[config.mk]
export PLATFORM = sky130hd
export DESIGN_NAME = fetch_decode_queue
export DESIGN_NICKNAME = d
export VERILOG_FILES = /design/src/rtl/fetch_decode_queue_pkg.sv /design/src/rtl/fetch_decode_queue_entry_array.sv /design/src/rtl/fetch_decode_queue.sv
export SDC_FILE = /design/constraint.sdc
export NUM_CORES = 1
export LEC_CHECK = 0
export CAP_MARGIN = 15
export CORE_UTILIZATION = 40
export CTS_BUF_LIST = sky130_fd_sc_hd__clkbuf_16
export CTS_CLUSTER_SIZE = 24
export DETAILED_ROUTE_END_ITERATION = 12
export PLACE_DENSITY_LB_ADDON = 0.3
export SYNTH_ARGS = -nofsm -noshare
export SYNTH_HDL_FRONTEND = slang
export SYNTH_HIERARCHICAL = 1
export SYNTH_SLANG_ARGS = --single-unit
[constraint.sdc]
create_clock -name clk -period 3.9 [get_ports clk]
set_input_delay 0.39 -clock clk [delete_from_list [all_inputs] [get_ports clk]]
set_output_delay 0.39 -clock clk [all_outputs]
set_load 0.005 [all_outputs]
[src/rtl/fetch_decode_queue_pkg.sv]
// Shared constants and helpers for the fetch/decode instruction queue.
// Optional feature macro: IFQ_EXC_EN (per-entry fetch exception code).
// Constants normally come from Constants.v. Defaults are provided here when it is absent.
`ifndef PC_START
`define PC_START 32'h0000_3000
`endif
`ifndef PC_END
`define PC_END 32'h0000_6ffc
`endif
`ifndef EXC_ADEL
`define EXC_ADEL 5'd4
`endif
`ifndef NOP_INSTR
`define NOP_INSTR 32'h0000_0000
`endif

package fetch_decode_queue_pkg;

    localparam logic [31:0] PC_START_ADDR = `PC_START;
    localparam logic [31:0] PC_END_ADDR   = `PC_END;
    localparam logic [4:0]  EXC_ADEL_CODE = `EXC_ADEL;
    localparam logic [4:0]  EXC_NONE      = 5'd0;
    localparam int          PC_W          = 32;
    localparam int          INSTR_W       = 32;
    localparam int          EXC_W         = 5;

    // Fetch exception for a PC: misaligned or outside the instruction memory window.
    function automatic logic [4:0] fetch_exc_code(input logic [31:0] pc);
        logic [4:0] code;
        code = EXC_NONE;
        if ((pc[1:0] != 2'b00) || (pc < PC_START_ADDR) || (pc > PC_END_ADDR)) begin
            code = EXC_ADEL_CODE;
        end
        return code;
    endfunction

endpackage

[src/rtl/fetch_decode_queue_entry_array.sv]
// Reset-free entry storage for the fetch/decode queue.
// One synchronous write port and one asynchronous read port; validity is owned by the
// top-level occupancy count, so entries never need clearing.
module fdq_entry_array
    import fetch_decode_queue_pkg::*;
#(
    parameter int DEPTH = 2,
    parameter int PTR_W = 1,
    parameter int W     = 64
) (
    input  logic             clk,
    input  logic             wr_en,
    input  logic [PTR_W-1:0] wr_addr,
    input  logic [W-1:0]     wr_data,
    input  logic [PTR_W-1:0] rd_addr,
    output logic [W-1:0]     rd_data
);

    logic [W-1:0] entry_q [DEPTH];

    genvar gi;
    generate
        for (gi = 0; gi < DEPTH; gi++) begin : g_entry
            logic [W-1:0] entry_reg;

            // Capture the write data when this slot is the write target.
            always_ff @(posedge clk) begin
                if (wr_en && (wr_addr == PTR_W'(gi))) begin
                    entry_reg <= wr_data;
                end
            end

            assign entry_q[gi] = entry_reg;
        end
    endgenerate

    // Head read is combinational so decode sees the entry the cycle it lands.
    assign rd_data = entry_q[rd_addr];

endmodule

[src/rtl/fetch_decode_queue.sv]
// Instruction queue between fetch and decode.
// Holds up to DEPTH {pc, instr} pairs in order, presents the oldest to decode, and
// back-pressures fetch through in_ready. flush drops everything on a redirect.
// Optional feature macro: IFQ_EXC_EN adds a per-entry exception code and the out_exc port.
module fetch_decode_queue
    import fetch_decode_queue_pkg::*;
#(
    parameter int          DEPTH     = 2,
    parameter int          PTR_W     = 1,
    parameter logic [31:0] NOP_INSTR = `NOP_INSTR
) (
    input  logic             clk,
    input  logic             reset,
    input  logic             in_valid,
    input  logic [31:0]      in_pc,
    input  logic [31:0]      in_instr,
    output logic             in_ready,
    output logic             out_valid,
    output logic [31:0]      out_pc,
    output logic [31:0]      out_pc8,
    output logic [31:0]      out_instr,
    input  logic             out_ready,
    input  logic             flush,
`ifdef IFQ_EXC_EN
    output logic [4:0]       out_exc,
`endif
    output logic [PTR_W:0]   count
);

`ifdef IFQ_EXC_EN
    localparam int ENTRY_W = PC_W + INSTR_W + EXC_W;
`else
    localparam int ENTRY_W = PC_W + INSTR_W;
`endif
    localparam logic [PTR_W:0]   FULL_COUNT = (PTR_W + 1)'(DEPTH);
    localparam logic [PTR_W-1:0] PTR_ONE    = PTR_W'(1);
    localparam logic [PTR_W:0]   CNT_ONE    = (PTR_W + 1)'(1);

    logic [PTR_W-1:0] wr_ptr_reg, wr_ptr_next;
    logic [PTR_W-1:0] rd_ptr_reg, rd_ptr_next;
    logic [PTR_W:0]   count_reg, count_next;
    logic             push;
    logic             pop;
    logic [ENTRY_W-1:0] wr_data;
    logic [ENTRY_W-1:0] rd_data;
    logic [31:0]      head_pc;
    logic [31:0]      head_instr;

    // Handshakes: flush suppresses both sides so the in-flight word is dropped.
    always_comb begin
        in_ready  = (count_reg != FULL_COUNT);
        out_valid = (count_reg != '0);
        push      = in_valid & in_ready & ~flush;
        pop       = out_valid & out_ready & ~flush;
    end

    // Pointer and occupancy update; flush returns the queue to its empty origin.
    always_comb begin
        wr_ptr_next = wr_ptr_reg;
        rd_ptr_next = rd_ptr_reg;
        count_next  = count_reg;
        if (flush) begin
            wr_ptr_next = '0;
            rd_ptr_next = '0;
            count_next  = '0;
        end else begin
            if (push) begin
                wr_ptr_next = wr_ptr_reg + PTR_ONE;
            end
            if (pop) begin
                rd_ptr_next = rd_ptr_reg + PTR_ONE;
            end
            case ({push, pop})
                2'b10:   count_next = count_reg + CNT_ONE;
                2'b01:   count_next = count_reg - CNT_ONE;
                default: count_next = count_reg;
            endcase
        end
    end

    // State registers; reset lands in the same state as a flush.
    always_ff @(posedge clk) begin
        if (reset) begin
            wr_ptr_reg <= '0;
            rd_ptr_reg <= '0;
            count_reg  <= '0;
        end else begin
            wr_ptr_reg <= wr_ptr_next;
            rd_ptr_reg <= rd_ptr_next;
            count_reg  <= count_next;
        end
    end

`ifdef IFQ_EXC_EN
    logic [4:0] in_exc;
    logic [4:0] head_exc;

    // Faulting fetches carry a bubble instead of the fetched word.
    always_comb begin
        in_exc  = fetch_exc_code(in_pc);
        wr_data = {in_exc, in_pc, (in_exc != EXC_NONE) ? NOP_INSTR : in_instr};
    end

    assign head_exc = rd_data[PC_W+INSTR_W +: EXC_W];
    assign out_exc  = out_valid ? head_exc : EXC_NONE;
`else
    assign wr_data = {in_pc, in_instr};
`endif

    fdq_entry_array #(
        .DEPTH (DEPTH),
        .PTR_W (PTR_W),
        .W     (ENTRY_W)
    ) u_entries (
        .clk     (clk),
        .wr_en   (push),
        .wr_addr (wr_ptr_reg),
        .wr_data (wr_data),
        .rd_addr (rd_ptr_reg),
        .rd_data (rd_data)
    );

    assign head_pc    = rd_data[INSTR_W +: PC_W];
    assign head_instr = rd_data[0 +: INSTR_W];

    // Empty queue shows a bubble at the start PC; link address is a wrapping +8.
    always_comb begin
        out_pc    = out_valid ? head_pc : PC_START_ADDR;
        out_instr = out_valid ? head_instr : NOP_INSTR;
        out_pc8   = out_pc + 32'd8;
    end

    assign count = count_reg;

endmodule
## Yosys cells after proc, flatten, opt, wreduce, memory -nomap -nowiden

Index checks and enable logic that the tools add are counted.

- Bits in read-only memories: 0
- Bits in latches: 0
- Memories kept: 0
- Input port bits: 69
- RAM bits: 0
- Logic and storage cells: 32
- Flip-flop bits (word level): 132

- Muxes and demuxes: 6
- Bitwise logic cells: 7
- Reductions and logical operators: 5
- Add/sub/neg operators: 5
- Order comparisons: 1
- Multiply operators: 0
- Divide/modulo/power cells: 0
- Shifts and indexed selects: 0
- Equality and inequality tests: 3

Operators by type and width:

| operator | count |
|---|---|
| $mux 64 | 3 |
| $mux 32 | 2 |
| $add 32x4->32 const B | 1 |
| $and 1x1->1 | 4 |
| $pmux 2 s2 | 1 |
| $reduce_bool 2->1 | 2 |
| $add 1x1->1 const B | 2 |
| $add 2x1->2 const B | 1 |
| $eq 2x1->1 const B | 1 |
| $eq 2x2->1 const B | 1 |
| $ge 2x2->1 const B | 1 |
| $logic_and 1x1->1 | 2 |
| $ne 2x2->1 const B | 1 |
| $not 1->1 | 2 |
| $not 1->2 | 1 |
| $reduce_or 2->1 | 1 |
| $sub 2x1->2 const B | 1 |

## Longest topological paths before layout

- Depth in word-level cells: 6
- Mapped depth: 11
- Mapped depth without buffers: 9

## Cells and area by module

The synthesis kept the hierarchy.

Modules (own cells, without submodules):

| module | area an instance (um^2) | cells an instance | instances |
|---|---|---|---|
| fdq_entry_array | 4933.5 | 201 | 1 |
| fetch_decode_queue | 1328.8 | 200 | 1 |

## Worst setup path before layout

OpenSTA, ideal clock, no wires.

- Path type: register to register
- From: register count_reg[0] (netlist: count[0])
- To: register u_entries.g_entry[0].entry_reg[0] (enable)
- Setup slack: -503 ps
- Required time: 3406 ps
- Setup time: 494 ps
- Period minus slack after synthesis: 4403 ps
- Arrival time: 3909 ps
- Stages on the path, launching flop included: 7
- Cell sequence: dfxtp_1 -> buf_6 -> nand2b_1 -> nand2_1 -> or2_2 -> inv_1 -> nor2b_1

- Word-level cells in the longest chain between the ends: 4

Ends and longest elaborated chain:

| what | line | text |
|---|---|---|
| from (decl) | fetch_decode_queue.sv:41 | `logic [PTR_W:0] count_reg, count_next;` |
| from (signal assigned) | fetch_decode_queue.sv:90 | `count_reg <= count_next;` |
| $ne 2x2->1 | fetch_decode_queue.sv:51 | `in_ready = (count_reg != FULL_COUNT);` |
| via in_ready | fetch_decode_queue.sv:17 | `output logic in_ready,` |
| $and 1x1->1 (2 in series) | fetch_decode_queue.sv:53 | `push = in_valid & in_ready & ~flush;` |
| via push | fetch_decode_queue.sv:42 | `logic push;` |
| $logic_and 1x1->1 | fetch_decode_queue_entry_array.sv:28 | `if (wr_en && (wr_addr == PTR_W'(gi))) begin` |
| to (signal assigned) | fetch_decode_queue_entry_array.sv:29 | `entry_reg <= wr_data;` |
| to (decl) | fetch_decode_queue_entry_array.sv:24 | `logic [W-1:0] entry_reg;` |

The timed path passes the listed nets, and every way through them passes these cells.
A chain may end at the register's enable or synchronous reset.

## Final worst setup path

- From: register rd_ptr_reg
- To: output out_pc8[22]

- Word-level cells in the longest chain between the ends: 6

Ends and longest elaborated chain:

| what | line | text |
|---|---|---|
| from (decl) | fetch_decode_queue.sv:40 | `logic [PTR_W-1:0] rd_ptr_reg, rd_ptr_next;` |
| from (signal assigned) | fetch_decode_queue.sv:89 | `rd_ptr_reg <= rd_ptr_next;` |
| $not 1->2 (implied by the code) | fetch_decode_queue_entry_array.sv:38 | `assign rd_data = entry_q[rd_addr];` |
| $mux 64 (implied by the code) (3 in series) | fetch_decode_queue_entry_array.sv:38 |  |
| via rd_data[40] | fetch_decode_queue.sv:45 | `logic [ENTRY_W-1:0] rd_data;` |
| $mux 32 | fetch_decode_queue.sv:128 | `out_pc = out_valid ? head_pc : PC_START_ADDR;` |
| $add 32x4->32 | fetch_decode_queue.sv:130 | `out_pc8 = out_pc + 32'd8;` |
| to (decl) | fetch_decode_queue.sv:20 | `output logic [31:0] out_pc8,` |

The timed path passes the listed nets, and every way through them passes these cells. The select of a mux whose other input is x is not followed.

==> summary.md <==
| Metric | Value |
|---|---|
| Status | completed |
| Yosys top cell by area | edfxtp_1 |
| Asr flop ratio synth | 0 |
| Post-DR wirelength/cell | 16.9 µm |
| Slew headroom | 0.390 |
| Post_cts resized | 0 |
| Setup violations, final | 0 |
| Diode count | 0 |
| CTS H-tree lvls | 4 |
| Gate Count Post-Synth | 401 |
| Net Switching | 0.667 mW |
| Clk buf depth | 2 |
| Final wirelength | 13.5 mm |
| CP Launch Type | register |
| Largest net degree at the start of global routing | 65 |
| 1st-iter DRT viols | 157 |
| 1st-pass router iterations | 5 |
| Final Core Density | 0.567 |
| Synth Register Bits | 132 |
| Final hold vios | 0 |
| Die H | 127 µm |
| Rows | 45 |
| DP HPWL | 9.18 mm |
| GR peak layer | met2 |
| Met3 Resource Use GR | 0.0540 |
| Share of cells above drive strength 1 | 0.188 |
| Post-Synthesis Cell Area | 0.00626 mm² |
| Internal | 2.70 mW |
| Drt via density | 4.82 |
| Clock period minus worst slack | 3670 ps |
| Number of global-route vias before repair | 4013 |
| Die width | 127 µm |
| Share of the synthesized area in the top cell type | 0.614 |
| VDD IR max | 250 µV |
| Post-synth EDFFs | 128 |
| P_leak | 3.04 nW |
| Io pins | 169 |
| First-pass GRT wire length | 20.9 mm |
| Max reg flops | 128 |
| Period utilization | 0.941 |
| Comb pwr share | 0.088 |
| Setup tns final | 0 ps |
| Cell Chain, Critical Path | buf_12 > mux2_4 > nand4_2 > nor4_1 > nand4_1 > a21oi_1 > clkdlybuf4s50_1 |
| Synth area leaders | edfxtp_1 61%, mux2_4 14%, and2_1 5.5% |
| Remaining DRCs | 0 |
| Worst Path Max Fanout | 60 |
| Root Buffer | clkbuf_16 |
| Initial core utilization | 0.410 |
| Initial antenna violation count | 0 |
| Max incr delay on CP | 650 ps |
| WP data required | 3510 ps |
| Max cap viols | 0 |
| Total Die Area | 0.0162 mm² |
| All-layer global routing usage | 0.173 |
| Hold Crit Class | input pin to register |
| Tot Pwr | 3.37 mW |
| Final #Nets | 648 |
| Clock transition at path regs | 50 ps |
| Setup Buffers After CTS | 0 |
| PwrDens | 389 mW/mm² |
| Sw Share | 0.198 |
| IO buf count | 168 |
| RSZ-0062 raised after global routing | false |
| Crit Path Class | register to output port |
| Mean post-synth cell area | 15.6 µm² |
| Worst-Margin Slew | 915 ps |
| CTS tree | yes |
| Max-slew violations | 0 |
| GRT met1 Usage | 0.208 |
| Crit path DAT | 3280 ps |
| Worst Setup End Kind | output port |
| Hold-fix buffers at CTS | 0 |
| Hold_ws | 564 ps |
| Clock network power share | 0.432 |
| CTS sink cnt | 132 |
| Core Box Area | 0.0153 mm² |
| Synthesized net count | 472 |
| Via count | 3863 |
| Final GP Congestion | 0.880 |
| Clk_skew | 7.17 ps |
| Grt met2 use | 0.289 |
| Seq pwr share | 0.480 |
| Overflow after GRT | 0 |
| Worst-Skew Late Latency | 400 ps |
| Post-synthesis sequential area ratio | 0.627 |
| Post-route ant nets | 0 |
| Cts bufs inserted | 17 |
| Synth unique cells | 39 |
| Ys flop type | edfxtp_1 |
| Max Clk Rate | 0.272 GHz |
| Synth-to-layout area growth | 38.2% |
| Crit-path slowest cell | nor4_1 |
| Yosys warns | 6 |
## cells by family (layout without fill, tap and decap cells)
logic type,after synthesis,count (layout),share of synthesized area
flops,132,132,0.627
fa+ha+maj,2,2,0.00400
compound gates,12,12,0.0148
mux,64,64,0.151
xor+xnor,29,29,0.0406
simple gates,130,130,0.123
buf+inv,32,221,0.0396
## power groups by stage
| stage | registers (mW) | clock network (mW) | logic [mW] |
|---|---|---|---|
| floorplan | 1.64 | 0 | 0.129 |
| global placement | 1.64 | 0 | 0.292 |
| detailed placement | 1.64 | 0 | 0.297 |
| CTS | 1.62 | 1.49 | 0.300 |
| global route | 1.62 | 1.56 | 0.319 |
| finish | 1.62 | 1.46 | 0.297 |
## cell usage in the layout (no fill, tap or decap), types with 4 or more instances in the layout
cell type,Yosys,routed
xor2_1,11,11
nor4_1,4,4
xnor2_1,18,18
mux2_2,4,4
nor3_1,9,8
nand4_1,11,11
clkdlybuf4s50_1,0,168
nand2_1,9,9
and2_1,55,54
mux2_4,60,60
clkinv_1,0,7
buf_4,4,8
nand3_1,8,8
edfxtp_1,128,128
inv_1,12,13
nor2_1,15,15
clkbuf_16,0,17
## worst paths after layout
path	from	to	slack, ps	cells after the start
setup / recovery	rd_ptr_reg	out_pc8[22]	230	7
hold / removal	in_instr[3]	u_entries/g_entry[0].entry_reg[3]	560	1
setup reg to reg	count[0]	u_entries/g_entry[1].entry_reg[28]	1570	6
hold reg to reg	wr_ptr_reg	wr_ptr_reg	610	2
## synthesized netlist by cell type (2+ instances only)
master	n
xor2_1	11
and2_1	55
mux2_4	60
mux2_2	4
nor3_1	9
buf_4	4
nor2_1	15
nor4_1	4
and4_1	2
xnor2_1	18
a21oi_1	3
or3_1	2
buf_12	6
buf_6	2
o21ai_0	3
ha_1	2
nor2b_1	3
dfxtp_1	4
edfxtp_1	128
nand4_1	11
a31o_2	2
clkbuf_1	8
inv_1	12
nand3_1	8
and3_1	3
nand2_1	9
## layout make-up
cell class | count | area (µm²)
Clock buffer | 17 | 425
Clock inverter | 15 | 124
Fill cell | 1244 | 6610
Inverter | 12 | 45.0
Multi-Input combinational cell | 237 | 2110
Sequential cell | 132 | 3930
Tap cell | 211 | 264
Timing Repair Buffer | 177 | 1760
## through the flow
stage / setup WS [ps] / instance area (µm²) / instances
detailed placement: 613 / 8100 / 769
CTS: 163 / 8650 / 801
finish: 228 / 8650 / 801
floorplan: 733 / 6260 / 401
global route: 30.6 / 8650 / 801
global placement: 725 / 8100 / 769
## critical path, delay by kind of cell, from the launching register on
kind | cells | cell delay [ps]
AO/OA/AOI/OAI | 1 | 220
buffers and inverters | 2 | 930
flip-flops | 1 | 410
multiplexers | 1 | 290
AND/OR/NAND/NOR | 3 | 1010
## layer usage
metal,share of wire,up-vias
li1,-,1822
met1,0.41,1848
met2,0.49,178
met3,0.080,15
met4,0.014,0
met5,0,-
Power figures use the tool's default switching activity.
